## src/rtl/temperature_monitor_if.sv

```systemverilog
// Sample/alarm bundle between the sensor sequencer (master) and the
// temperature monitor (slave). With TEMP_STICKY_ALARM_EN defined the bundle
// also carries the sticky alarm flags and their acknowledge mask.
interface temperature_monitor_if #(
  parameter int WIDTH    = 8,
  parameter int CHANNELS = 4
);
  logic                sampleValid;
  logic [3:0]          sampleChannel;
  logic [WIDTH-1:0]    temperature;
  logic [CHANNELS-1:0] alarm;
  logic [CHANNELS-1:0] alarmHigh;
  logic                anyAlarm;
  logic                sampleError;
`ifdef TEMP_STICKY_ALARM_EN
  logic [CHANNELS-1:0] stickyAlarm;
  logic [CHANNELS-1:0] ackMask;
`endif

  modport master (
    output sampleValid, sampleChannel, temperature,
`ifdef TEMP_STICKY_ALARM_EN
    output ackMask,
    input  stickyAlarm,
`endif
    input  alarm, alarmHigh, anyAlarm, sampleError
  );

  modport slave (
    input  sampleValid, sampleChannel, temperature,
`ifdef TEMP_STICKY_ALARM_EN
    input  ackMask,
    output stickyAlarm,
`endif
    output alarm, alarmHigh, anyAlarm, sampleError
  );
endinterface

```

## src/rtl/temperature_monitor.sv

```systemverilog
// Multi-channel body-temperature supervisor. Tagged samples (at most one per
// cycle) are range-checked; each channel runs a persistence/hysteresis FSM
// and drives registered alarm and alarm-cause flags.
// Optional feature macro: TEMP_STICKY_ALARM_EN adds per-channel sticky alarm
// flags that latch on alarm rise and clear on acknowledge once the alarm is gone.
module temperature_monitor #(
  parameter int WIDTH      = 8,
  parameter int CHANNELS   = 4,
  parameter int LOW_LIMIT  = 35,
  parameter int HIGH_LIMIT = 39,
  parameter int HYST       = 1,
  parameter int PERSIST    = 3
) (
  input logic                  clk,
  input logic                  rst_n,
  temperature_monitor_if.slave bus
);

  typedef enum logic [1:0] {NORMAL, PEND_ALARM, ALARM, PEND_CLEAR} state_t;

  localparam logic [WIDTH-1:0] LOW_T     = WIDTH'(LOW_LIMIT);
  localparam logic [WIDTH-1:0] HIGH_T    = WIDTH'(HIGH_LIMIT);
  localparam logic [WIDTH-1:0] CLR_LO_T  = WIDTH'(LOW_LIMIT + HYST);
  localparam logic [WIDTH-1:0] CLR_HI_T  = WIDTH'(HIGH_LIMIT - HYST);
  localparam logic [3:0]       PERSIST_C = 4'(PERSIST);

  // Parameter sanity: an empty clear band would make alarms impossible to clear.
  if (HIGH_LIMIT - HYST < LOW_LIMIT + HYST) begin : g_bad_band
    $fatal(1, "temperature_monitor: clear band is empty (HIGH_LIMIT-HYST < LOW_LIMIT+HYST)");
  end
  if (PERSIST < 1 || PERSIST > 15) begin : g_bad_persist
    $fatal(1, "temperature_monitor: PERSIST must be 1..15");
  end
  if (CHANNELS < 1 || CHANNELS > 16) begin : g_bad_channels
    $fatal(1, "temperature_monitor: CHANNELS must be 1..16");
  end

  // Shared sample classification; every channel sees the same sample.
  logic is_high;
  logic abn;
  logic clr;
  assign is_high = bus.temperature > HIGH_T;
  assign abn     = is_high || (bus.temperature < LOW_T);
  assign clr     = (bus.temperature >= CLR_LO_T) && (bus.temperature <= CLR_HI_T);

  logic [CHANNELS-1:0] alarm_vec;
  logic [CHANNELS-1:0] high_vec;
  logic [CHANNELS-1:0] alarm_next_vec;
  logic                any_alarm_reg;
  logic                sample_error_reg;
`ifdef TEMP_STICKY_ALARM_EN
  logic [CHANNELS-1:0] sticky_vec;
`endif

  for (genvar gi = 0; gi < CHANNELS; gi++) begin : g_chan
    state_t     state_reg;
    logic [3:0] cnt_reg;
    logic [3:0] cnt_inc;
    logic       alarm_reg;
    logic       high_reg;
    logic       alarm_next;
    logic       hit;

    assign hit     = bus.sampleValid && (bus.sampleChannel == 4'(gi));
    assign cnt_inc = cnt_reg + 4'd1;

    // Alarm value after this edge; feeds anyAlarm and the sticky rise detect.
    always_comb begin
      alarm_next = alarm_reg;
      if (hit) begin
        case (state_reg)
          NORMAL:     alarm_next = abn && (PERSIST == 1);
          PEND_ALARM: alarm_next = abn && (cnt_inc == PERSIST_C);
          ALARM:      alarm_next = !(clr && (PERSIST == 1));
          PEND_CLEAR: alarm_next = !(clr && (cnt_inc == PERSIST_C));
          default:    alarm_next = 1'b0;
        endcase
      end
    end

    // Per-channel persistence/hysteresis FSM with registered alarm outputs.
    always_ff @(posedge clk) begin
      if (!rst_n) begin
        state_reg <= NORMAL;
        cnt_reg   <= 4'd0;
        alarm_reg <= 1'b0;
        high_reg  <= 1'b0;
      end else if (hit) begin
        case (state_reg)
          NORMAL: begin
            if (abn) begin
              cnt_reg <= 4'd1;
              if (PERSIST == 1) begin
                state_reg <= ALARM;
                alarm_reg <= 1'b1;
                high_reg  <= is_high;
              end else begin
                state_reg <= PEND_ALARM;
              end
            end else begin
              cnt_reg <= 4'd0;
            end
          end
          PEND_ALARM: begin
            if (abn) begin
              cnt_reg <= cnt_inc;
              if (cnt_inc == PERSIST_C) begin
                state_reg <= ALARM;
                alarm_reg <= 1'b1;
                high_reg  <= is_high;
              end
            end else begin
              state_reg <= NORMAL;
              cnt_reg   <= 4'd0;
            end
          end
          ALARM: begin
            if (clr) begin
              cnt_reg <= 4'd1;
              if (PERSIST == 1) begin
                state_reg <= NORMAL;
                alarm_reg <= 1'b0;
                high_reg  <= 1'b0;
              end else begin
                state_reg <= PEND_CLEAR;
              end
            end else begin
              // abn keeps the alarm but lets the cause flip high/low
              cnt_reg <= 4'd0;
              if (abn) high_reg <= is_high;
            end
          end
          PEND_CLEAR: begin
            if (clr) begin
              cnt_reg <= cnt_inc;
              if (cnt_inc == PERSIST_C) begin
                state_reg <= NORMAL;
                alarm_reg <= 1'b0;
                high_reg  <= 1'b0;
              end
            end else begin
              state_reg <= ALARM;
              cnt_reg   <= 4'd0;
              if (abn) high_reg <= is_high;
            end
          end
          default: begin
            state_reg <= NORMAL;
            cnt_reg   <= 4'd0;
            alarm_reg <= 1'b0;
            high_reg  <= 1'b0;
          end
        endcase
      end
    end

    assign alarm_vec[gi]      = alarm_reg;
    assign high_vec[gi]       = high_reg;
    assign alarm_next_vec[gi] = alarm_next;

`ifdef TEMP_STICKY_ALARM_EN
    logic sticky_reg;
    // Sticky flag: set on alarm rise (wins over ack), cleared by ack once alarm is low.
    always_ff @(posedge clk) begin
      if (!rst_n) begin
        sticky_reg <= 1'b0;
      end else if (alarm_next && !alarm_reg) begin
        sticky_reg <= 1'b1;
      end else if (bus.ackMask[gi] && !alarm_reg) begin
        sticky_reg <= 1'b0;
      end
    end
    assign sticky_vec[gi] = sticky_reg;
`endif
  end

  // Summary alarm and out-of-range tag pulse.
  always_ff @(posedge clk) begin
    if (!rst_n) begin
      any_alarm_reg    <= 1'b0;
      sample_error_reg <= 1'b0;
    end else begin
      any_alarm_reg    <= |alarm_next_vec;
      sample_error_reg <= bus.sampleValid && ({1'b0, bus.sampleChannel} >= 5'(CHANNELS));
    end
  end

  assign bus.alarm       = alarm_vec;
  assign bus.alarmHigh   = high_vec;
  assign bus.anyAlarm    = any_alarm_reg;
  assign bus.sampleError = sample_error_reg;
`ifdef TEMP_STICKY_ALARM_EN
  assign bus.stickyAlarm = sticky_vec;
`endif

endmodule

```

## src/flat_wrapper.sv

```systemverilog
// flat-port wrapper written by rule: the top's interface ports become plain ports
module temperature_monitor_flat 
#(
  parameter int WIDTH      = 8,
  parameter int CHANNELS   = 4,
  parameter int LOW_LIMIT  = 35,
  parameter int HIGH_LIMIT = 39,
  parameter int HYST       = 1,
  parameter int PERSIST    = 3
)
  (clk, rst_n, bus_sampleValid, bus_sampleChannel, bus_temperature, bus_alarm, bus_alarmHigh, bus_anyAlarm, bus_sampleError);
  temperature_monitor_if #(.WIDTH(WIDTH), .CHANNELS(CHANNELS)) bus_i ();
  input logic clk;
  input logic rst_n;
  input wire logic [$bits(bus_i.sampleValid)-1:0] bus_sampleValid;
  input wire logic [$bits(bus_i.sampleChannel)-1:0] bus_sampleChannel;
  input wire logic [$bits(bus_i.temperature)-1:0] bus_temperature;
  output wire logic [$bits(bus_i.alarm)-1:0] bus_alarm;
  output wire logic [$bits(bus_i.alarmHigh)-1:0] bus_alarmHigh;
  output wire logic [$bits(bus_i.anyAlarm)-1:0] bus_anyAlarm;
  output wire logic [$bits(bus_i.sampleError)-1:0] bus_sampleError;
  assign bus_i.sampleValid = bus_sampleValid;
  assign bus_i.sampleChannel = bus_sampleChannel;
  assign bus_i.temperature = bus_temperature;
  assign bus_alarm = bus_i.alarm;
  assign bus_alarmHigh = bus_i.alarmHigh;
  assign bus_anyAlarm = bus_i.anyAlarm;
  assign bus_sampleError = bus_i.sampleError;
  temperature_monitor #(.WIDTH(WIDTH), .CHANNELS(CHANNELS), .LOW_LIMIT(LOW_LIMIT), .HIGH_LIMIT(HIGH_LIMIT), .HYST(HYST), .PERSIST(PERSIST)) u_core (.clk(clk), .rst_n(rst_n), .bus(bus_i));
endmodule
```

## config.mk

```make
export PLATFORM = sky130hd
export DESIGN_NAME = temperature_monitor_flat
export DESIGN_NICKNAME = d
export VERILOG_FILES = /design/src/rtl/temperature_monitor_if.sv /design/src/rtl/temperature_monitor.sv /design/src/flat_wrapper.sv
export SDC_FILE = /design/constraint.sdc
export NUM_CORES = 1
export LEC_CHECK = 0
export BUFFER_PORTS_ARGS = -buffer_cell sky130_fd_sc_hd__buf_2
export CAP_MARGIN = 20
export CORE_ASPECT_RATIO = 2
export CORE_MARGIN = 10
export CORE_UTILIZATION = 30
export DETAILED_ROUTE_END_ITERATION = 10
export GPL_ROUTABILITY_DRIVEN = 0
export PLACE_DENSITY = 0.45
export REMOVE_ABC_BUFFERS = 1
export SKIP_CTS_REPAIR_TIMING = 1
export SLEW_MARGIN = 40
export SYNTH_ARGS = -nofsm -noshare
export SYNTH_HDL_FRONTEND = slang
export SYNTH_SLANG_ARGS = --single-unit
export TNS_END_PERCENT = 5
```

## constraint.sdc

```tcl
create_clock -name clk -period 2.09 [get_ports clk]
set_input_delay 0.3135 -clock clk [delete_from_list [all_inputs] [get_ports clk]]
set_output_delay 0.3135 -clock clk [all_outputs]
set_load 0.05 [all_outputs]
```

# --- Word-level counts from Yosys, hierarchy flattened ---
# Index checks and enable logic that the tools add are counted.
totals:
  mem_bits_ro: 0
  n_memories: 0
  mem_bits_rw: 0
  elab_cells: 215
  latchBits: 0
  reg_bits: 34
  out_inout_bits: 10
op_classes:
  n_addsub: 4
  div: 0
  reduce_logical: 45
  bitwise_logic: 0
  multipliers: 0
  n_eq_ne: 55
  magnitude_cmp: 5
  mux: 88
  shift: 0
ops:
  columns: ["op", "count"]
  rows:
  - ["4-bit case mux with 4 select lines", 4]
  - ["2-bit by 1-bit != test with 1-bit output, second input constant", 24]
  - ["6-bit AND reduction", 8]
  - ["1-bit two-way mux", 42]
  - ["2-bit two-way mux", 18]
  - ["4-bit two-way mux", 8]
  - ["2-bit case mux with 4 select lines", 4]
  - ["4-bit by 2-bit == test with 1-bit output, second input constant", 6]
  - ["3-bit != test, second input constant", 8]
  - ["5-bit AND reduction", 4]
  - ["4-bit by 1-bit adder with 4-bit output, second input constant", 4]
  - ["2-bit == test, second input constant", 8]
  - ["1-bit case mux with 4 select lines", 4]
  - ["1-bit logical AND", 14]
  - ["1-bit case mux with 3 select lines", 4]
  - ["3-bit nonzero test", 4]
  - ["2-bit by 1-bit == test with 1-bit output, second input constant", 4]
  - ["8-bit by 6-bit >= comparator with 1-bit output, second input constant", 1]
  - ["8-bit by 6-bit greater-than comparator with 1-bit output, second input constant", 1]
  - ["8-bit by 6-bit <= comparator with 1-bit output, second input constant", 1]
  - ["2-bit zero test", 4]
  - ["8-bit by 6-bit < comparator with 1-bit output, second input constant", 1]
  - ["2-bit != test, second input constant", 4]
  - ["1-bit case mux with 2 select lines", 4]
  - ["7 further kinds", 13]

# --- Depth between registers and ports, before layout ---
# Gate-level depths: netlist (run 1).
logic_depth:
  depth_word: 7
  ltp_mapped: 9
  mapped_depth_nobuf: 8

# --- Worst setup path before layout (run 1) ---
# Ideal clock, no wire load.
synth_path:
  path_kind: "reg-to-reg"
  start: "register u_core.g_chan[1].cnt_reg[0]"
  end: "register u_core.any_alarm_reg, in the netlist u_core.bus.anyAlarm"
  n_path_buf: 1
  setup_slack_ns: 0.140
  stages_incl_launch_ff: 10
  t_arrival_ns: 1.825
  cell_sequence: "dfxtp_1 -> inv_1 -> ha_1 -> and3_1 -> o211ai_1 -> and2_1 -> clkbuf_1 -> nand2b_1 -> a21oi_1 -> o41a_1"
synth_between:
  elab_chain_len: 7
  elab_cells_between_ends: 8
  classes_between: "add/sub: 1; eq/ne: 1; mux: 2; reduce/logical: 4"
synth_lines:
  columns: ["element", "line_no", "rtl"]
  rows:
  - ["start, declared", "temperature_monitor.sv:57", "logic [3:0] cnt_reg;"]
  - ["start signal, assigned", "temperature_monitor.sv:106", "cnt_reg <= cnt_inc;"]
  - ["start signal, assigned", "temperature_monitor.sv:135", "cnt_reg <= cnt_inc;"]
  - ["4-bit by 1-bit adder with 4-bit output *", "temperature_monitor.sv:65", "assign cnt_inc = cnt_reg + 4'd1;"]
  - ["4-bit by 2-bit == test with 1-bit output *", "temperature_monitor.sv:73, temperature_monitor.sv:75", null]
  - ["1-bit logical AND", "temperature_monitor.sv:75", "PEND_CLEAR: alarm_next = !(clr && (cnt_inc == PERSIST_C));"]
  - ["1-bit zero test", "temperature_monitor.sv:75", null]
  - ["1-bit case mux with 4 select lines *", "temperature_monitor.sv:71", "case (state_reg)"]
  - ["1-bit two-way mux *", "temperature_monitor.sv:70", "if (hit) begin"]
  - ["4-bit OR reduction *", "temperature_monitor.sv:183", "any_alarm_reg <= |alarm_next_vec;"]
  - ["end signal, assigned", "temperature_monitor.sv:183", null]
  - ["end, declared", "temperature_monitor.sv:49", "logic any_alarm_reg;"]
# Every way passes the cells marked *; elsewhere a longest branch is shown, timed or not.
# A chain may end at the register's enable or synchronous reset.

# --- Worst setup path after layout (run 1) ---
layout_path:
  start: "register u_core.g_chan[3].cnt_reg[1]"
  end: "register u_core.any_alarm_reg, in the netlist u_core.bus.anyAlarm"
layout_between:
  elab_chain_len: 7
  elab_cells_between_ends: 8
  classes_between: "add/sub: 1; eq/ne: 1; mux: 2; reduce/logical: 4"
layout_lines:
  columns: ["element", "line_no"]
  rows:
  - ["start, declared", "temperature_monitor.sv:57"]
  - ["start signal, assigned", "temperature_monitor.sv:106"]
  - ["start signal, assigned", "temperature_monitor.sv:135"]
  - ["4-bit by 1-bit adder with 4-bit output *", "temperature_monitor.sv:65"]
  - ["4-bit by 2-bit == test with 1-bit output *", "temperature_monitor.sv:73, temperature_monitor.sv:75"]
  - ["1-bit logical AND", "temperature_monitor.sv:75"]
  - ["1-bit zero test", "temperature_monitor.sv:75"]
  - ["1-bit case mux with 4 select lines *", "temperature_monitor.sv:71"]
  - ["1-bit two-way mux *", "temperature_monitor.sv:70"]
  - ["4-bit OR reduction *", "temperature_monitor.sv:183"]
# Marked as above.

==> results of run 1 <==
## cell families (layout without fill, tap and decap cells)
group	after synthesis	count (layout)	synth area share
AND/OR/NAND/NOR	120	120	0.283
buffers and inverters	32	60	0.0705
flip-flops	34	34	0.300
AO/OA/AOI/OAI	82	82	0.258
multiplexers	10	10	0.0441
adder cells (fa/ha/maj)	8	8	0.0441
## per-layer routing
layer | global-route usage | vias up
li1 | - | 1097
met2 | 0.227 | 22
met1 | 0.113 | 1017
met3 | 0.0214 | 6
met4 | 0.0522 | 0
met5 | 0 | -
## through the flow
stage | total power, mW | cell area, um^2 | std cells | hold slack [ns] | util
after floorplan | 0.713 | 2140 | 262 | 0.430 | -
after global placement | 0.773 | 2530 | 399 | 0.471 | 0.346
after detailed placement | 0.773 | 2530 | 399 | 0.475 | 0.346
after CTS | 1.49 | 2670 | 406 | 0.282 | 0.364
after global routing | 1.53 | 2680 | 406 | 0.301 | 0.366
final | 1.46 | 2680 | 406 | 0.289 | 0.366
## worst paths after layout
path / startpoint / endpoint / slack, ns
hold reg to reg: u_core.g_chan[0].high_reg$_SDFFE_PN0P_ / u_core.g_chan[0].high_reg$_SDFFE_PN0P_ / 0.48
hold / removal: bus_sampleValid / u_core.bus.sampleError$_SDFF_PN0_ / 0.29
setup reg to reg: u_core.g_chan[3].cnt_reg[1]$_SDFFE_PN0P_ / u_core.bus.anyAlarm$_SDFF_PN0_ / 0.14
setup / recovery: u_core.g_chan[3].cnt_reg[1]$_SDFFE_PN0P_ / u_core.bus.anyAlarm$_SDFF_PN0_ / 0.14
## cell usage after synthesis (5+ instances only)
cell type / instances / share of area
mux2i_1: 10 / 0.044
nand4_1: 5 / 0.014
a31oi_1: 10 / 0.028
nor3_1: 5 / 0.011
a21oi_1: 10 / 0.022
dfxtp_1: 34 / 0.30
and2_1: 10 / 0.028
nand2_1: 39 / 0.064
a21boi_0: 13 / 0.043
o21ai_0: 13 / 0.029
o31ai_1: 7 / 0.023
inv_1: 8 / 0.013
clkbuf_1: 13 / 0.021
or3_1: 5 / 0.014
nor2b_1: 5 / 0.014
buf_4: 8 / 0.026
ha_1: 8 / 0.044
nor2_1: 10 / 0.017
nand3_1: 21 / 0.046
## final cells by class
type                       instances  area [um^2]
sequential                        34          681
fill                             798         4640
multi-input combinational        220         1450
inverter                           8         30.0
timing repair buffer              45          278
clock buffer                       7          133
tap                               92          115
## power groups by stage
stage | clock network, mW | registers [mW] | logic (mW)
6_report | 0.706 | 0.659 | 0.0996
5_1_grt | 0.761 | 0.659 | 0.112
4_1_cts | 0.735 | 0.658 | 0.101
3_5_place_dp | 0 | 0.672 | 0.101
3_3_place_gp | 0 | 0.672 | 0.101
2_1_floorplan | 0 | 0.675 | 0.0379
==> impl_metrics.csv, run 1 <==
group,metric,value,unit
outcome,status,"completed",
worst_setup_path,critPathKind,"flop to flop",
worst_setup_path,critical_path.endpoint_type,"flop",
global_routing,antenna_found_initial,0,
sta,setup_viol,0,
worst_setup_path,crit_slowest_cell,"o41a_1",
worst_setup_path,reg2reg_depth,8,
routing,ant_nets,0,
floorplanning,rows,44,
routing,routed.top_layer,"met4",
sta,grt_setup_unrepaired,"false",
hold_path,holdPathStages,2,
layout,fin_nets,337,
placement,io_buffers,24,
clock_network,clock-sinks,34,
synthesis,yosys.cell_types.count,53,
sta,slew_violations,0,
synthesis,synth_area_per_cell,7.94,um^2
global_routing,grt_max_degree,26,
sta,finalSetupTns,0,ns
synthesis,ys_seq_area_frac,0.300,
power,power.switching,337,uW
global_routing,grt_pass1_wl,10.5,mm
synthesis,yosys_warnings,0,
worst_setup_path,startpoint_type,"flop",
layout,antenna_cells,0,
sta,fmaxAchievable,0.514,GHz
worst_setup_path,path_buf_inv,1,
clock_network,cts.clk_slew.worst_paths,0.05,ns
routing,wl_met3,129,um
power,cellLeakagePower,1.01,nW
layout,most-common-layout-cells,"39 x nand2_1, 34 x dfxtp_1, 24 x buf_2",
worst_setup_path,cp.depth,8,
routing,post_drt_wl_per_cell,15.8,um
global_routing,grt.overflow.total,0,
floorplanning,dieArea,11700,um^2
routing,totalWireLength,6.42,mm
synthesis,synth-seq-cells,34,
sta,fin_ws,0.143,ns
routing,first_iter_violations,64,
routing,met2WireLength,3.75,mm
clock_network,cts_buffers,5,
hold_path,hp-class,"primary input to flop",
floorplanning,pin_count,25,
clock_network,cts_root_buf,"clkbuf_16",
sta,skew,0.00501,ns
routing,first_pass_iters,4,
power,cellPowerDensity,546,nW/um^2
global_routing,grt.total_usage,0.118,
power,combPwrFrac,0.068,
placement,dpl_worst_slack,0.0335,ns
routing,route.vias.total,2142,
clock_network,htree_levels,2,
worst_setup_path,cp_data_arrival_time,2.11,ns
routing,wl_met1,2.42,mm
job,max_cap_viol_count,0,
routing,avgViaCountPerCell,5.28,
synthesis,synth_ff_type,"dfxtp_1",
layout,layout_commonest_cell,"nand2_1",
floorplanning,fp.dieH,143,um
power,sw_frac_of_total,0.230,
synthesis,synth_area,2270,um^2
floorplanning,die_w,81.5,um
placement,dp.final_hpwl,5.11,mm
layout,area_growth,18.1,%
clock_network,clock_latency,0.28,ns
worst_setup_path,cpPeakStageDelay,0.42,ns
floorplanning,start_util,0.310,
global_routing,grt_pass1_vias,2115,
sta,period_share,0.932,
worst_setup_path,crit_family,"compound AO/OA/AOI/OAI gates",
sta,period_minus_slack,1.95,ns
layout,drive_above_1_share,0.213,
routing,drc_errors,0,
floorplanning,design.core.area,7320,um^2
clock_network,cts_tree,"done",
synthesis,synth_edf_count,0,
layout,largest_reg_flops,16,
power,clock_power_share,0.482,
power,p_seq_frac,0.450,
power,internal_power,1.13,mW
power,ir_drop,0.573,mV
synthesis,ys_async_sr_fraction,0,
worst_setup_path,cp_cell_sequence,"ha_2, and2_1, a21oi_2, o32ai_2, buf_4, a21oi_1, o211ai_1, o41a_1",
worst_setup_path,crit_fanout,7,
clock_network,cts_buffer_depth,2,
synthesis,syn_inst,286,
sta,relSlewSlack,0.493,
sta,hold_viol,0,
worst_setup_path,worstPathRequired,2.26,ns
sta,worst_pin_slew,0.753,ns
No activity file was read; power rests on OpenSTA's default activity.
==> inputs of run 2 (changes only) <==
Settings changed: PLACE_DENSITY 0.45 to 0.43.
Clock period 2.09 ns to 1.95 ns, I/O delays scaled along.
==> run 2 against run 1 <==
Net effect:
- routed wire length grew 3.6%
- worst setup slack got worse by 0.11 ns
- total power grew 12%
- global-route usage increased by 0.22 points
- clock skew down 0.0015 ns
- combinational power grew 14%
- sequential share of layout area is 1.1 points lower
- sequential cell count did not move
- critical path depth down 2
- fmax rose by 1.7%
- via count increased by 1.9%
- largest power group unchanged
==> impl_metrics.csv, run 2 (synthesis gave the netlist of run 1 again) <==
group,metric,value,unit
floorplanning,design.core.area,7320,um^2
clock_network,clock-sinks,34,
placement,io_buffers,24,
layout,antenna_cells,0,
global_routing,grt.overflow.total,0,
power,clock_power_share,0.500,
hold_path,hp-class,"primary input to flop",
placement,dpl_worst_slack,-0.0640,ns
layout,drive_above_1_share,0.288,
clock_network,cts_tree,"done",
worst_setup_path,startpoint_type,"flop",
layout,layout_commonest_cell,"nand2_1",
floorplanning,dieArea,11700,um^2
sta,setup_viol,0,
sta,relSlewSlack,0.674,
power,combPwrFrac,0.070,
floorplanning,rows,44,
layout,final_area,2850,um^2
global_routing,grt_pass1_wl,10.7,mm
routing,avgViaCountPerCell,5.17,
power,cellLeakagePower,1.09,nW
worst_setup_path,critical_path.endpoint_type,"flop",
routing,totalWireLength,6.65,mm
routing,route.vias.total,2183,
worst_setup_path,crit_fanout,4,
sta,grt_setup_unrepaired,"true",
global_routing,antenna_found_initial,0,
sta,fin_ws,0.0353,ns
global_routing,grt_max_degree,28,
clock_network,htree_levels,2,
clock_network,cts_root_buf,"clkbuf_16",
sta,period_share,0.982,
floorplanning,fp.dieH,143,um
worst_setup_path,cp_data_arrival_time,2.08,ns
power,total_power,1.64,mW
sta,worst_pin_slew,0.484,ns
sta,slew_violations,0,
layout,most-common-layout-cells,"39 x nand2_1, 36 x buf_4, 28 x dfxtp_1",
worst_setup_path,worstPathRequired,2.12,ns
clock_network,cts_buffers,5,
routing,first_pass_iters,6,
clock_network,cts.clk_slew.worst_paths,0.06,ns
power,p_seq_frac,0.430,
floorplanning,die_w,81.5,um
global_routing,grt_pass1_vias,2139,
sta,skew,0.00352,ns
clock_network,clock_latency,0.29,ns
layout,fin_util,0.389,
placement,dp.final_hpwl,5.25,mm
sta,period_minus_slack,1.91,ns
global_routing,grt.total_usage,0.120,
power,cellPowerDensity,576,nW/um^2
routing,post_drt_wl_per_cell,15.8,um
clock_network,cts_buffer_depth,2,
power,internal_power,1.25,mW
outcome,status,"completed",
power,power.switching,386,uW
floorplanning,start_util,0.310,
power,ir_drop,0.386,mV
layout,largest_reg_flops,16,
routing,drc_errors,0,
placement,dpl_cell_area,2650,um^2
floorplanning,pin_count,25,
sta,hold_viol,0,
layout,area_growth,25.3,%
routing,ant_nets,0,
job,max_cap_viol_count,0,
worst_setup_path,critPathKind,"flop to flop",
sta,fmaxAchievable,0.522,GHz
power,sw_frac_of_total,0.236,
routing,first_iter_violations,105,
layout,fin_nets,352,
## run 2: changes by cell type in the layout (fill, tap and decap cells not counted), moves of 2 or more
cell     delta
dfxtp_1     -6
dfxtp_2     +5
and2_1      -2
and2_4      +2
ha_1        -2
buf_4      +15
## run 2: worst paths after layout
path / start / end / slack [ns] / depth (start not counted)
worst max register to register: u_core.g_chan[0].cnt_reg[0]$_SDFFE_PN0P_ / u_core.bus.anyAlarm$_SDFF_PN0_ / 0.04 / 6
worst max-delay path: u_core.g_chan[0].cnt_reg[0]$_SDFFE_PN0P_ / u_core.bus.anyAlarm$_SDFF_PN0_ / 0.04 / 6
worst min register to register: u_core.g_chan[0].high_reg$_SDFFE_PN0P_ / u_core.g_chan[0].high_reg$_SDFFE_PN0P_ / 0.48 / 2
worst min-delay path: bus_sampleValid / u_core.bus.sampleError$_SDFF_PN0_ / 0.26 / 2
## run 2: per-layer routing
layer,vias to the layer above,GRT usage,wire (um)
li1,1132,-,-
met1,1030,0.111,2490
met3,6,0.0283,179
met5,-,0,0
met4,0,0.0522,123
met2,15,0.232,3860
## run 2: layout make-up
cell class | count | area [um^2]
Tap cell | 92 | 115
Fill cell | 766 | 4480
Clock inverter | 1 | 5.00
Timing Repair Buffer | 60 | 390
Sequential cell | 34 | 691
Multi-Input combinational cell | 220 | 1470
Inverter | 8 | 30.0
Clock buffer | 7 | 143
## run 2: worst max-delay path, stage by stage (launching register included)
cell and delay [ns]:
dfxtp_2 0.33, ha_2 0.20, or3_1 0.32, o31ai_2 0.08, nand3_1 0.13, o221a_2 0.30
o41a_1 0.41
## run 2: power by group through the flow
stage                     clock network [mW]  registers (mW)  logic, mW
after floorplan                            0           0.723     0.0407
after global placement                     0           0.720      0.115
after detailed placement                   0           0.720      0.115
after CTS                              0.844           0.705      0.116
after global routing                   0.859           0.705      0.127
final                                  0.820           0.704      0.114
## run 2: stage by stage
stage	cells	hold slack (ns)	TNS, ns
floorplan	262	0.409	0
global placement	414	0.473	-0.0323
detailed placement	414	0.478	-0.0640
CTS	422	0.257	-0.00469
global route	422	0.294	-0.0123
finish	422	0.262	0
==> inputs of run 3 (changes only) <==
Settings changed: PLACE_DENSITY 0.43 to 0.5.
==> run 3 against run 2 <==
Net effect:
- clock-buffer cell count did not move
- critical path depth rose by 2
- fmax rose by 2.3%
- sequential share of layout area fell by 0.42 points
- sequential power barely moved
- highest routed layer unchanged
- first-iteration DRC count rose by 17%
- sequential cell count did not move
- core utilization rose by 0.68 points
- register-to-register slack improved by 0.04 ns
- die area did not move
- total power rose by 5.8%
==> impl_metrics.csv, run 3 (synthesis gave the netlist of run 1 again) <==
group,metric,value,unit
worst_setup_path,crit_slowest_cell,"or3_4",
worst_setup_path,path_buf_inv,1,
worst_setup_path,cpPeakStageDelay,0.38,ns
sta,skew,0.00657,ns
worst_setup_path,cp_cell_sequence,"ha_4, or3_4, o31ai_2, buf_4, nand3_4, or3_4, a21oi_2, o41a_1",
sta,period_share,0.960,
sta,period_minus_slack,1.87,ns
global_routing,grt.total_usage,0.115,
global_routing,grt.overflow.total,0,
layout,drive_above_1_share,0.297,
routing,first_iter_violations,123,
floorplanning,dieArea,11700,um^2
routing,ant_nets,0,
sta,hold_viol,0,
worst_setup_path,critPathKind,"flop to flop",
layout,layoutNonFillerInstCount,422,
floorplanning,start_util,0.310,
clock_network,htree_levels,2,
job,max_cap_viol_count,0,
clock_network,clock_latency,0.29,ns
sta,setup_viol,0,
worst_setup_path,cp_common_cell,"or3_4",
placement,dpl_cell_area,2630,um^2
floorplanning,rows,44,
worst_setup_path,crit_family,"simple AND/OR/NAND/NOR gates",
global_routing,grt_pass1_vias,2250,
routing,route.vias.total,2225,
power,cellPowerDensity,599,nW/um^2
layout,antenna_cells,0,
clock_network,cts.clk_slew.worst_paths,0.06,ns
layout,most-common-layout-cells,"39 x nand2_1, 36 x buf_4, 28 x dfxtp_1",
sta,fmaxAchievable,0.534,GHz
layout,fin_nets,352,
power,ir_drop,0.563,mV
clock_network,cts_buffer_depth,2,
layout,largest_reg_flops,16,
routing,avgViaCountPerCell,5.27,
power,cellLeakagePower,1.09,nW
placement,dp.final_hpwl,4.97,mm
routing,post_drt_wl_per_cell,15.0,um
routing,first_pass_iters,6,
placement,io_buffers,24,
worst_setup_path,startpoint_type,"flop",
sta,relSlewSlack,0.616,
clock_network,cts_root_buf,"clkbuf_16",
sta,finalSetupTns,0,ns
placement,dp_cells,412,
layout,fillCellCount,766,
routing,drc_errors,0,
outcome,status,"completed",
clock_network,clock-sinks,34,
floorplanning,fp.dieH,143,um
worst_setup_path,cp_data_arrival_time,2.10,ns
worst_setup_path,crit_fanout,3,
sta,worst_pin_slew,0.570,ns
floorplanning,design.core.area,7320,um^2
sta,fin_ws,0.0782,ns
floorplanning,die_w,81.5,um
global_routing,antenna_found_initial,0,
clock_network,cts_buffers,5,
global_routing,grt_max_degree,22,
routing,totalWireLength,6.33,mm
layout,area_growth,27.5,%
clock_network,cts_tree,"done",
worst_setup_path,worstPathRequired,2.18,ns
layout,final_area,2900,um^2
layout,layout_commonest_cell,"nand2_1",
sta,slew_violations,0,
hold_path,hp-class,"primary input to flop",
placement,dpl_worst_slack,-0.0305,ns
floorplanning,pin_count,25,
sta,hold_slack,0.269,ns
global_routing,grt_pass1_wl,10.6,mm
worst_setup_path,critical_path.endpoint_type,"flop",
[run 3: changes by cell type in the layout (fill, tap and decap cells not counted), moves of 2 or more]
cell | previous run | this run
a21oi_1 | 9 | 7
a21oi_2 | 1 | 3
or3_1 | 5 | 3
or3_4 | 0 | 2
[run 3: final timing paths]
check                                                               from                                      to  slack (ns)  cells past startpoint
worst min register to register    u_core.g_chan[0].high_reg$_SDFFE_PN0P_  u_core.g_chan[0].high_reg$_SDFFE_PN0P_        0.48                      2
worst max register to register  u_core.g_chan[2].cnt_reg[0]$_SDFFE_PN0P_          u_core.bus.anyAlarm$_SDFF_PN0_        0.08                      8
worst min-delay path                                     bus_sampleValid       u_core.bus.sampleError$_SDFF_PN0_        0.27                      2
worst max-delay path            u_core.g_chan[2].cnt_reg[0]$_SDFFE_PN0P_          u_core.bus.anyAlarm$_SDFF_PN0_        0.08                      8
[run 3: layout make-up]
type	count	area, um^2	area share
multi-input cells	220	1510	0.520
flip-flops and latches	34	691	0.239
repair buffers	60	390	0.135
clock buffers	7	133	0.0458
well taps	92	115	0.0398
clock inverters	1	30.0	0.0104
inverters	8	30.0	0.0104
[run 3: routing by layer]
metal | global-route usage | up-vias | share of wire
li1 | - | 1129 | -
met1 | 0.111 | 1053 | 0.38
met2 | 0.214 | 33 | 0.57
met3 | 0.0239 | 10 | 0.024
met4 | 0.0605 | 0 | 0.027
met5 | 0 | - | 0
[run 3: power by group]
group	internal (mW)	leakage, nW	switching [mW]
clock network	0.605	0.0781	0.314
registers	0.698	0.278	0.00557
logic	0.0455	0.739	0.0660
total	1.35	1.09	0.386
[run 3: metrics by stage]
| step | power (mW) | util |
|---|---|---|
| 2_1_floorplan | 0.764 | - |
| 3_3_place_gp | 0.830 | 0.359 |
| 3_5_place_dp | 0.831 | 0.359 |
| 4_1_cts | 1.75 | 0.382 |
| 5_1_grt | 1.79 | 0.395 |
| 6_report | 1.73 | 0.395 |
